--- config.mk ---
export PLATFORM = sky130hd
export DESIGN_NAME = sdram_ctrl
export DESIGN_NICKNAME = d
export VERILOG_FILES = /design/src/rtl/sdram_pkg.sv /design/src/rtl/sdram_cmd_timer.sv /design/src/rtl/sdram_ctrl.sv
export SDC_FILE = /design/constraint.sdc
export NUM_CORES = 1
export LEC_CHECK = 0
export BUFFER_PORTS_ARGS = -buffer_cell sky130_fd_sc_hd__buf_2
export CORE_MARGIN = 3
export CORE_UTILIZATION = 45
export DETAILED_ROUTE_END_ITERATION = 12
export PLACE_DENSITY_LB_ADDON = 0.25
export SYNTH_ARGS = -nofsm -noshare
export SYNTH_HDL_FRONTEND = slang
export SYNTH_SLANG_ARGS = --single-unit
--- constraint.sdc ---
create_clock -name clock -period 7.1 [get_ports clock]
set_input_delay 0 -clock clock [delete_from_list [all_inputs] [get_ports clock]]
set_output_delay 0 -clock clock [all_outputs]
set_load 0.02 [all_outputs]
--- src/rtl/sdram_pkg.sv ---
// Shared constants for the single-word SDRAM controller:
// command encodings, FSM state codes and address field widths.
package sdram_pkg;

    localparam int ROW_W  = 13;
    localparam int COL_W  = 9;
    localparam int BANK_W = 2;
    localparam int ADDR_W = BANK_W + ROW_W + COL_W;

    // {csn, rasn, casn, wen}
    localparam logic [3:0] CMD_DESL  = 4'b1111;
    localparam logic [3:0] CMD_NOP   = 4'b0111;
    localparam logic [3:0] CMD_ACT   = 4'b0011;
    localparam logic [3:0] CMD_READ  = 4'b0101;
    localparam logic [3:0] CMD_WRITE = 4'b0100;
    localparam logic [3:0] CMD_PRE   = 4'b0010;
    localparam logic [3:0] CMD_REF   = 4'b0001;
    localparam logic [3:0] CMD_MRS   = 4'b0000;

    localparam logic [3:0] S_INIT_WAIT = 4'd0;
    localparam logic [3:0] S_INIT_PRE  = 4'd1;
    localparam logic [3:0] S_INIT_REF1 = 4'd2;
    localparam logic [3:0] S_INIT_REF2 = 4'd3;
    localparam logic [3:0] S_INIT_MRS  = 4'd4;
    localparam logic [3:0] S_IDLE      = 4'd5;
    localparam logic [3:0] S_ACTIVATE  = 4'd6;
    localparam logic [3:0] S_ACCESS    = 4'd7;
    localparam logic [3:0] S_WAIT      = 4'd8;
    localparam logic [3:0] S_REFRESH   = 4'd9;

endpackage

--- src/rtl/sdram_cmd_timer.sv ---
// Loadable down-counter; done is high whenever the count has reached zero.
module sdram_cmd_timer #(
    parameter int W = 16
) (
    input  logic         clock,
    input  logic         reset,
    input  logic         load,
    input  logic [W-1:0] load_val,
    output logic         done
);

    logic [W-1:0] count;

    always_ff @(posedge clock) begin
        if (reset) begin
            count <= '0;
        end else if (load) begin
            count <= load_val;
        end else if (count != '0) begin
            count <= count - 1'b1;
        end
    end

    assign done = (count == '0);

endmodule

--- src/rtl/sdram_ctrl.sv ---
// Single-word SDRAM controller: power-up init, one request in flight,
// auto-precharge accesses and deferred periodic refresh.
module sdram_ctrl #(
    parameter int CAS_LATENCY    = 2,
    parameter int T_RCD          = 1,
    parameter int T_RP           = 1,
    parameter int T_WR           = 2,
    parameter int T_RFC          = 3,
    parameter int INIT_CYCLES    = 8334,
    parameter int REFRESH_CYCLES = 325
) (
    input  logic        clock,
    input  logic        reset,
    input  logic        req_valid,
    output logic        req_ready,
    input  logic        req_write,
    input  logic [23:0] req_addr,
    input  logic [15:0] req_wdata,
    input  logic [1:0]  req_mask,
    output logic        rsp_valid,
    output logic [15:0] rsp_data,
    input  logic [15:0] out_sdram_din_0,
    output logic [15:0] out_sdram_dout,
    output logic        out_sdram_den,
    output logic        out_sdram_csn,
    output logic        out_sdram_rasn,
    output logic        out_sdram_casn,
    output logic        out_sdram_wen,
    output logic [12:0] out_sdram_a,
    output logic [1:0]  out_sdram_ba,
    output logic [1:0]  out_sdram_dqm
);

    import sdram_pkg::*;

    // Timer loads are one less than the wait: the new state's command
    // occupies the first cycle of that wait.
    localparam logic [15:0] LD_INIT = 16'(INIT_CYCLES - 2);
    localparam logic [15:0] LD_RP   = 16'(T_RP - 1);
    localparam logic [15:0] LD_RFC  = 16'(T_RFC - 1);
    localparam logic [15:0] LD_RCD  = 16'(T_RCD - 1);
    localparam logic [15:0] LD_MRS  = 16'd1;
    localparam logic [15:0] LD_RD   = 16'(CAS_LATENCY + T_RP - 1);
    localparam logic [15:0] LD_WR   = 16'(T_WR + T_RP - 1);
    localparam logic [15:0] REF_LAST = 16'(REFRESH_CYCLES - 1);
    localparam logic [12:0] MRS_A   = 13'(CAS_LATENCY << 4);

    logic [3:0]        state, nxt_state;
    logic              init_armed;
    logic              tmr_load, tmr_done;
    logic [15:0]       tmr_val;
    logic [3:0]        cmd, nxt_cmd;
    logic [12:0]       nxt_a;
    logic [1:0]        nxt_ba, nxt_dqm;
    logic              nxt_den;
    logic [15:0]       nxt_dout;
    logic              accept, ref_issue, ref_wrap, in_init;
    logic              acc_write;
    logic [BANK_W-1:0] acc_ba;
    logic [COL_W-1:0]  acc_col;
    logic [15:0]       acc_wdata;
    logic [1:0]        acc_mask;
    logic [15:0]       ref_cnt;
    logic              ref_pending;
    logic [CAS_LATENCY:0] rd_pipe;
    logic [15:0]       rd_cap;

    sdram_cmd_timer #(.W(16)) u_timer (
        .clock    (clock),
        .reset    (reset),
        .load     (tmr_load),
        .load_val (tmr_val),
        .done     (tmr_done)
    );

    assign in_init   = state inside {S_INIT_WAIT, S_INIT_PRE,
                                     S_INIT_REF1, S_INIT_REF2, S_INIT_MRS};
    assign ref_wrap  = !in_init && (ref_cnt == REF_LAST);
    assign req_ready = (state == S_IDLE) && !ref_pending;

    assign {out_sdram_csn, out_sdram_rasn,
            out_sdram_casn, out_sdram_wen} = cmd;

    always_comb begin
        nxt_state = state;
        tmr_load  = 1'b0;
        tmr_val   = '0;
        nxt_cmd   = CMD_NOP;
        nxt_a     = '0;
        nxt_ba    = '0;
        nxt_dqm   = 2'b11;
        nxt_den   = 1'b0;
        nxt_dout  = '0;
        accept    = 1'b0;
        ref_issue = 1'b0;
        case (state)
            S_INIT_WAIT: begin
                if (!init_armed) begin
                    tmr_load = 1'b1;
                    tmr_val  = LD_INIT;
                end else if (tmr_done) begin
                    nxt_state = S_INIT_PRE;
                    nxt_cmd   = CMD_PRE;
                    nxt_a[10] = 1'b1;
                    tmr_load  = 1'b1;
                    tmr_val   = LD_RP;
                end
            end
            S_INIT_PRE, S_INIT_REF1: if (tmr_done) begin
                nxt_state = (state == S_INIT_PRE) ? S_INIT_REF1 : S_INIT_REF2;
                nxt_cmd   = CMD_REF;
                tmr_load  = 1'b1;
                tmr_val   = LD_RFC;
            end
            S_INIT_REF2: if (tmr_done) begin
                nxt_state = S_INIT_MRS;
                nxt_cmd   = CMD_MRS;
                nxt_a     = MRS_A;
                tmr_load  = 1'b1;
                tmr_val   = LD_MRS;
            end
            S_IDLE: begin
                if (ref_pending) begin
                    nxt_state = S_REFRESH;
                    nxt_cmd   = CMD_REF;
                    tmr_load  = 1'b1;
                    tmr_val   = LD_RFC;
                    ref_issue = 1'b1;
                end else if (req_valid) begin
                    nxt_state = S_ACTIVATE;
                    nxt_cmd   = CMD_ACT;
                    nxt_ba    = req_addr[ADDR_W-1 -: BANK_W];
                    nxt_a     = req_addr[COL_W +: ROW_W];
                    tmr_load  = 1'b1;
                    tmr_val   = LD_RCD;
                    accept    = 1'b1;
                end
            end
            S_ACTIVATE: if (tmr_done) begin
                nxt_state = S_ACCESS;
                nxt_cmd   = acc_write ? CMD_WRITE : CMD_READ;
                nxt_ba    = acc_ba;
                nxt_a     = {2'b00, 1'b1, 1'b0, acc_col};
                nxt_dqm   = acc_write ? ~acc_mask : 2'b00;
                nxt_den   = acc_write;
                nxt_dout  = acc_write ? acc_wdata : 16'h0000;
            end
            S_ACCESS: begin
                nxt_state = S_WAIT;
                tmr_load  = 1'b1;
                tmr_val   = acc_write ? LD_WR : LD_RD;
            end
            S_INIT_MRS, S_WAIT, S_REFRESH: if (tmr_done) begin
                nxt_state = S_IDLE;
            end
            default: nxt_state = S_INIT_WAIT;
        endcase
    end

    always_ff @(posedge clock) begin
        if (reset) begin
            state          <= S_INIT_WAIT;
            init_armed     <= 1'b0;
            cmd            <= CMD_DESL;
            out_sdram_a    <= '0;
            out_sdram_ba   <= '0;
            out_sdram_dqm  <= 2'b11;
            out_sdram_den  <= 1'b0;
            out_sdram_dout <= '0;
            acc_write      <= 1'b0;
            acc_ba         <= '0;
            acc_col        <= '0;
            acc_wdata      <= '0;
            acc_mask       <= '0;
            ref_cnt        <= '0;
            ref_pending    <= 1'b0;
            rd_pipe        <= '0;
            rd_cap         <= '0;
            rsp_valid      <= 1'b0;
            rsp_data       <= '0;
        end else begin
            state          <= nxt_state;
            init_armed     <= 1'b1;
            cmd            <= nxt_cmd;
            out_sdram_a    <= nxt_a;
            out_sdram_ba   <= nxt_ba;
            out_sdram_dqm  <= nxt_dqm;
            out_sdram_den  <= nxt_den;
            out_sdram_dout <= nxt_dout;
            if (accept) begin
                acc_write <= req_write;
                acc_ba    <= req_addr[ADDR_W-1 -: BANK_W];
                acc_col   <= req_addr[COL_W-1:0];
                acc_wdata <= req_wdata;
                acc_mask  <= req_mask;
            end
            if (ref_wrap) begin
                ref_cnt <= '0;
            end else if (!in_init) begin
                ref_cnt <= ref_cnt + 16'd1;
            end
            // A wrap coinciding with REF issue still leaves one refresh owed
            if (ref_wrap) begin
                ref_pending <= 1'b1;
            end else if (ref_issue) begin
                ref_pending <= 1'b0;
            end
            rd_pipe <= {rd_pipe[CAS_LATENCY-1:0],
                        (state == S_ACCESS) && !acc_write};
            if (rd_pipe[CAS_LATENCY-1]) begin
                rd_cap <= out_sdram_din_0;
            end
            rsp_valid <= rd_pipe[CAS_LATENCY];
            if (rd_pipe[CAS_LATENCY]) begin
                rsp_data <= rd_cap;
            end
        end
    end

endmodule

# Yosys cells after proc, flatten, opt, wreduce, memory -nomap -nowiden
# Index checks and enable logic that the tools add are counted.
[totals]
register_bits = 142
input_bits = 62
output_inout_bits = 56
wordCells = 113
[classes]
add_sub_neg = 2
n_eq_ne = 17
muxes = 51
bitwise = 4
reduce_logical = 19
[ops]
columns = ["op", "n"]
rows = [
  ["one-hot mux 14 bit (5 select lines)", 1],
  ["2-to-1 mux 16 bit", 2],
  ["2-to-1 mux 4 bit", 8],
  ["one-hot mux 10 bit (3 select lines)", 1],
  ["one-hot mux 4 bit (7 select lines)", 1],
  ["2-to-1 mux 13 bit", 2],
  ["2-to-1 mux 3 bit", 6],
  ["adder 16 x 1 -> 16 bit, second input constant", 1],
  ["equality test 16 x 9 -> 1 bit, second input constant", 1],
  ["equality test 4 x 3 -> 1 bit, second input constant", 4],
  ["logical NOT 16 bit", 1],
  ["nonzero test 16 bit", 1],
  ["subtractor 16 x 1 -> 16 bit, second input constant", 1],
  ["2-to-1 mux 1 bit", 15],
  ["one-hot mux 3 bit (5 select lines)", 1],
  ["2-to-1 mux 14 bit", 1],
  ["2-to-1 mux 2 bit", 7],
  ["inequality test 2 bit, second input constant", 6],
  ["2-to-1 mux 11 bit", 1],
  ["OR reduction 3 bit", 3],
  ["equality test 4 x 2 -> 1 bit, second input constant", 2],
  ["equality test 4 bit, second input constant", 2],
  ["one-hot mux 1 bit (4 select lines)", 2],
  ["AND reduction 7 bit", 1],
  ["14 further kinds", 22],
]

# Depth between registers and ports, before layout
# Gate-level depths: netlist (run 1).
[depth]
word_depth = 5
ltp_mapped = 10
ltp_nobuf = 7

# Hierarchy
# A second synthesis (run 1) with hierarchy kept.
[unflattened]
cells_unflattened = 637
hier_area_um2 = 5736.8
[modules_own_cells]
columns = ["mod", "instances", "cells_each", "area_each_um2", "seq_area_each_um2"]
rows = [
  ["sdram_ctrl", 1, 521, 4772.1, 2522.4],
  ["sdram_cmd_timer", 1, 116, 964.7, 320.3],
]

# Worst setup path after synthesis (run 1)
# OpenSTA, ideal clock, no wires.
[synth_timing]
kind = "reg-to-reg"
startpoint = "register u_timer.count[0]"
endpoint = "register u_timer.count[14]"
setup_time_ns = 0.068
t_arrival_ns = 2.168
t_required_ns = 7.032
path_slack_ns = 4.864
path_stages_with_launch = 9
path_buffers = 2
period_less_slack_ns = 2.236
cell_sequence = "dfxtp_1 -> inv_1 -> ha_1 -> or3b_1 -> buf_2 -> or4_4 -> buf_6 -> or4_4 -> a21oi_2"
[synth_between]
elab_chain_cells = 5
word_cells_on_any_way = 9
classes_between = "1 x add/sub; 5 x mux; 3 x reduce/logical"
[synth_rtl]
columns = ["element", "line", "text"]
rows = [
  ["start, declared", "sdram_cmd_timer.sv:12", "logic [W-1:0] count;"],
  ["start signal, assigned", "sdram_cmd_timer.sv:18", "count <= load_val;"],
  ["start signal, assigned", "sdram_cmd_timer.sv:20", "count <= count - 1'b1;"],
  ["parallel branches: the longest is 5 deep, another holds subtractor 16 x 1 -> 16 bit", "-", ""],
]
# Parallel ways; which one is timed is not known. The select of a mux whose other input is x is not followed.
# A chain may end at the register's enable or synchronous reset.

# Worst setup path after layout (run 1)
[layout_timing]
startpoint = "register state[2]"
endpoint = "register acc_ba[0]"
[layout_between]
elab_chain_cells = 2
[layout_rtl]
columns = ["element", "line", "text"]
rows = [
  ["start, declared", "sdram_ctrl.sv:48", "logic [3:0] state, nxt_state;"],
  ["start signal, assigned", "sdram_ctrl.sv:182", "state <= nxt_state;"],
  ["equality test 4 x 3 -> 1 bit", "sdram_ctrl.sv:96", "case (state)"],
  ["2-to-1 mux 1 bit", "sdram_ctrl.sv:96", ""],
  ["end signal, assigned", "sdram_ctrl.sv:192", "acc_ba <= req_addr[ADDR_W-1 -: BANK_W];"],
  ["end, declared", "sdram_ctrl.sv:59", "logic [BANK_W-1:0] acc_ba;"],
]
# Every way passes these cells.

==> impl_metrics.ini, run 1 <==
[run_status]
status = complete, no violations

[route]
num_vias = 4829
drt_first_pass_iters = 4
drt-wirelength-per-cell_um = 14.5
drt_iter0_drc = 390
drc_errors = 0
routed_via_density = 5.23
antenna_left = 0
routed_wl_mm = 13.4

[cts]
clkLatencyLatePin_ps = 410
root_buffer = clkbuf_16
numCtsBuffers = 17
clk_pin_slew_ps = 60
clock_path_buffers = 2
cts_tree = built
htreeDepth = 4
cts_sinks = 142

[synth]
synth_ff_type = dfxtp_1
netlist_area_mm2 = 0.00544
synth_largest_area_cell = dfxtp_1
postSynth.asyncResetShare_pct = 0
ys_types = 58
syn_avg_cell_area_um2 = 8.98
synth_nets = 671
synth_commonest_cells = 142 x dfxtp_1, 87 x nor2_1, 83 x nand2_1
netlist.area_leader.share_pct = 52.3
synthTopCellsByArea = dfxtp_1 52%, mux2i_1 6.6%, nor2_1 6.0%
synth_seq_cells = 142
yosysWarnings = 0
synth_cells = 606
synth_edf_count = 0
yosysMostFrequentCell = dfxtp_1
ys_seq_area_share_pct = 52.3

[critical_path]
cp_common_cell = nand2_1
worstPathArrival_ps = 3290
cpMaxStageDelayCell = dfxtp_1
start_kind = register
crit_buf_inv = 0
path_cells = nand3b_1 -> nor3_1 -> nand2_1 -> nand2_1 -> a21oi_1
cp_top_family = simple AND/OR/NAND/NOR gates
cpPeakStageDelay_ps = 780
critPathRequiredTime_ps = 7360
cp_max_fo = 30
crit_type = reg2reg
critPathCaptureType = register

[layout]
diodes = 0
fin_nets = 833
drive_gt1_share_pct = 20.6
regArea_mm2 = 0.00284
final_cell_area_mm2 = 0.00728
multiInputGateArea_mm2 = 0.00242
final_core_util_pct = 62.7
area_delta_synth_final_pct = 33.9
fill_cells = 965

[timing]
setup_viol = 0
maxSlewHeadroom_pct = 28.9
worst_pin_slew_ps = 1060
rsz0062_at_grt = no
final_hold_viol_count = 0
max_freq_ghz = 0.330
finalClockSkew_ps = 5.02
min_period_ps = 3030
fin_crit_sh_pct = 42.7
final_max_slew_viol_count = 0
finalSetupTns_ps = 0

[die]
die_area_mm2 = 0.0134
row_count = 39
die_x_um = 116
start_util_pct = 46.8
pin_count = 118
fp.dieH_um = 116
core_mm2 = 0.0116

[global_routing]
grt_pass1_wl_mm = 21.0
globalRouteOverflowTotal = 0
antenna_found_initial = 0
use_met1_pct = 24.2
grt_use_total_pct = 19.5
met3_usage_pct = 4.23
met2_usage_pct = 32.5
grt_max_degree = 79
busiest_layer = met2
grt_pass1_vias = 4504

[placed_design]
placed_cell_area_mm2 = 0.00608
io_buffers = 117
dpl.hpwl_mm = 8.18
gp_congestion = 0.881

[hold_path]
hold_path_class = in2reg

[pwr]
p_per_area_mw_per_mm2 = 314
leakage_nw = 2.90
total_power_mw = 2.29
ir_worst_vdd_mv = 0.173

[run]
max_cap_violations = 0
==> cells in the final DEF, fill, tap and decap left out, types with 7 or more instances in the layout <==
master | netlist | final
nand3_1 | 9 | 9
mux2i_1 | 36 | 36
clkbuf_16 | 0 | 17
nor3_1 | 10 | 10
inv_1 | 9 | 9
and3_1 | 7 | 7
nor2_1 | 87 | 87
nand2_1 | 83 | 83
xor2_1 | 12 | 12
and2_1 | 17 | 17
dfxtp_1 | 142 | 142
a21oi_1 | 50 | 50
a22oi_1 | 8 | 8
buf_2 | 3 | 117
xnor2_1 | 12 | 12
nand4_1 | 12 | 12
dlygate4sd3_1 | 0 | 59
o21ai_0 | 12 | 12
==> path summary, 6_finish.rpt <==
kind	start	to	slack, ps	cells after the start
hold reg to reg	acc_wdata[15]	out_sdram_dout[15]	450	1
hold / removal	req_valid	cmd[2]	120	4
setup reg to reg	state[2]	acc_ba[0]	4070	5
setup / recovery	state[2]	acc_ba[0]	4070	5
==> layer usage <==
metal	part of all wire [%]	vias up
li1	-	2383
met1	42	2244
met2	49	171
met3	6.3	31
met4	2.5	0
met5	0	-
==> state kept, by name (all words and copies together), names as in the netlist, 3 cells and up <==
name,count
ref_cnt,16
u_timer.count,16
rsp_data,16
rd_cap,16
cmd,4
out_sdram_dout,16
acc_wdata,16
out_sdram_a,13
state,4
rd_pipe,3
acc_col,9
==> kinds of logic after synthesis <==
family          after synthesis  synth area share [%]
xor+xnor                     24                  3.86
simple gates                260                  22.4
fa+ha+maj                     3                 0.690
flops                       142                  52.3
mux                          37                  6.83
buf+inv                      45                  3.38
compound gates               95                  10.5
==> stage by stage <==
step / hold slack, ps / std cells / setup slack [ps]
final: 125 / 924 / 4070
after global routing: 142 / 924 / 3860
after CTS: 93.8 / 924 / 4160
after detailed placement: 242 / 833 / 4170
after global placement: 228 / 833 / 4210
after floorplan: 27.7 / 606 / 4860
==> power breakdown <==
part | total [mW] | leakage, nW | switching, mW | internal (mW)
clock | 0.918 | 0.304 | 0.324 | 0.594
combinational | 0.465 | 1.45 | 0.270 | 0.195
sequential | 0.905 | 1.15 | 0.0653 | 0.839
total | 2.29 | 2.90 | 0.659 | 1.63
==> area by class of cell <==
| class | count | area share, % |
|---|---|---|
| flip-flops and latches | 142 | 39.0 |
| multi-input cells | 419 | 33.2 |
| repair buffers | 178 | 16.4 |
| clock buffers | 20 | 6.13 |
| well taps | 143 | 2.46 |
| clock inverters | 12 | 2.28 |
| inverters | 10 | 0.515 |
==> worst min-delay path, stage by stage <==
cell and delay (ps):
buf_2 110, inv_1 140, a21oi_1 140, nand3_1 110
==> repair_timing <==
item / 4_1_cts / 5_1_grt
resized for setup: 0 / 0
hold buffers: 59 / 0
endpoints found under the hold margin: 61 / 0
setup buffers: 0 / 0
Power figures use the tool's default switching activity.
==> run 2, diff against run 1 <==
- clock period: 7.1 -> 2.7 ns (I/O delays scaled with it)
==> run 2 against run 1 <==
Combinational power grew to 2.8 times the previous value; routed wire length down 2.0%; cell count rose by 1.4%; core utilization rose by 0.74 points; setup slack worse by 3700 ps; register-to-register slack worse by 3700 ps; clock skew rose by 3.2 ps; sequential cell count did not move; die area did not move; first-iteration DRC count shrank 6.7%; global-route usage is 0.19 points higher.
==> impl_metrics.ini, run 2 (synthesis gave the netlist of run 1 again) <==
[run_status]
status = complete, no violations

[die]
pin_count = 118
row_count = 39
start_util_pct = 46.8
core_mm2 = 0.0116
die_area_mm2 = 0.0134
die_x_um = 116
fp.dieH_um = 116

[placed_design]
dpl.hpwl_mm = 8.51
io_buffers = 117
gp_congestion = 0.872

[layout]
final_common_cell = dfxtp_1
multiInputGateArea_mm2 = 0.00242
final_cell_mix = 142 x dfxtp_1, 117 x buf_2, 87 x nor2_1, 83 x nand2_1, 60 x dlygate4sd3_1
regArea_mm2 = 0.00284
fin_nets = 846
fill_cells = 942
area_delta_synth_final_pct = 35.5
drive_gt1_share_pct = 21.9
diodes = 0
final_core_util_pct = 63.5

[hold_path]
hold_path_class = in2reg

[timing]
min_period_ps = 2350
maxSlewHeadroom_pct = 35.3
final_max_slew_viol_count = 0
finalClockSkew_ps = 8.26
worst_pin_slew_ps = 969
finalSetupTns_ps = 0
rsz0062_at_grt = no
final_hold_viol_count = 0
max_freq_ghz = 0.426
setup_viol = 0
fin_crit_sh_pct = 86.9

[route]
drc_errors = 0
drt-wirelength-per-cell_um = 14.0
drt_first_pass_iters = 4
drt_iter0_drc = 364
routed_via_density = 5.19
routed_wl_mm = 13.1
antenna_left = 0
num_vias = 4866

[critical_path]
cp_max_fo = 9
reg2reg_depth = 7
reg2reg_from = u_timer.count[0]
worstSetupEndpoint = out_sdram_a[10]
r2r_end = out_sdram_a[10]
rrSetupSlack_ps = 350
start_kind = register
crit_type = reg2reg
critPathCaptureType = register
worstPathArrival_ps = 2680
startpoint = u_timer.count[0]
critPathRequiredTime_ps = 3030

[global_routing]
grt_pass1_vias = 4717
grt_use_total_pct = 19.7
antenna_found_initial = 0
grt_pass1_wl_mm = 21.2
grt_max_degree = 44
globalRouteOverflowTotal = 0

[pwr]
p_per_area_mw_per_mm2 = 811
leakage_nw = 2.95
ir_worst_vdd_mv = 0.501

[cts]
cts_tree = built
clock_path_buffers = 2
root_buffer = clkbuf_16
cts_resized = 0
cts_sinks = 142
clkLatencyLatePin_ps = 420
htreeDepth = 4
clk_pin_slew_ps = 60
numCtsBuffers = 17

[run]
max_cap_violations = 0
==> run 2: worst min path at each step <==
stage	from	to	cells past startpoint	slack (ps)
floorplan	reset	cmd[3]	0	30
global placement	req_addr[18]	out_sdram_a[9]	2	230
detailed placement	req_addr[20]	out_sdram_a[11]	2	240
CTS	reset	cmd[3]	2	60
global route	reset	cmd[3]	2	80
finish	reset	cmd[3]	2	60
==> run 2: routing by layer <==
metal / global-route usage (%) / share of wire (%) / vias up
met4: 9.36 / 1.8 / 0
met3: 5.22 / 6.2 / 23
met2: 32.8 / 48 / 175
met5: 0 / 0 / -
met1: 23.8 / 44 / 2253
li1: - / - / 2415
==> run 2: worst max-delay path, stage by stage, from the launching register on <==
cell     delay (ps)
dfxtp_1         330
inv_1            60
ha_1            160
or3b_1          440
or4_4           520
nor2_1          350
nand4_1         180
a31oi_1         220
==> run 2: area by class of cell <==
type                       instances  share of cell area, %
clock buffer                      18                   5.82
timing repair buffer             191                   17.5
sequential                       142                   38.6
tap                              143                   2.43
inverter                          10                  0.509
multi-input combinational        419                   32.8
clock inverter                    14                   2.31
==> run 2: timing repair <==
action | CTS | global route
buffers inserted | 0 | 0
hold endpoints to repair | 61 | 0
hold buffers | 60 | 0
==> run 2: report_power, final <==
part	total (mW)	switching [mW]	internal, mW
sequential	2.36	0.150	2.21
clock	2.34	0.888	1.45
combinational	1.28	0.723	0.555
total	5.98	1.76	4.21
==> run 2: stage by stage <==
step	hold slack (ps)	area [µm²]	setup slack, ps	std cells	power (mW)
floorplan	27.7	5440	464	606	3.32
global placement	227	6170	472	845	3.58
detailed placement	237	6170	426	845	3.59
CTS	56.2	7370	385	937	6.01
global route	82.7	7370	196	937	6.26
finish	57.8	7370	353	937	5.98
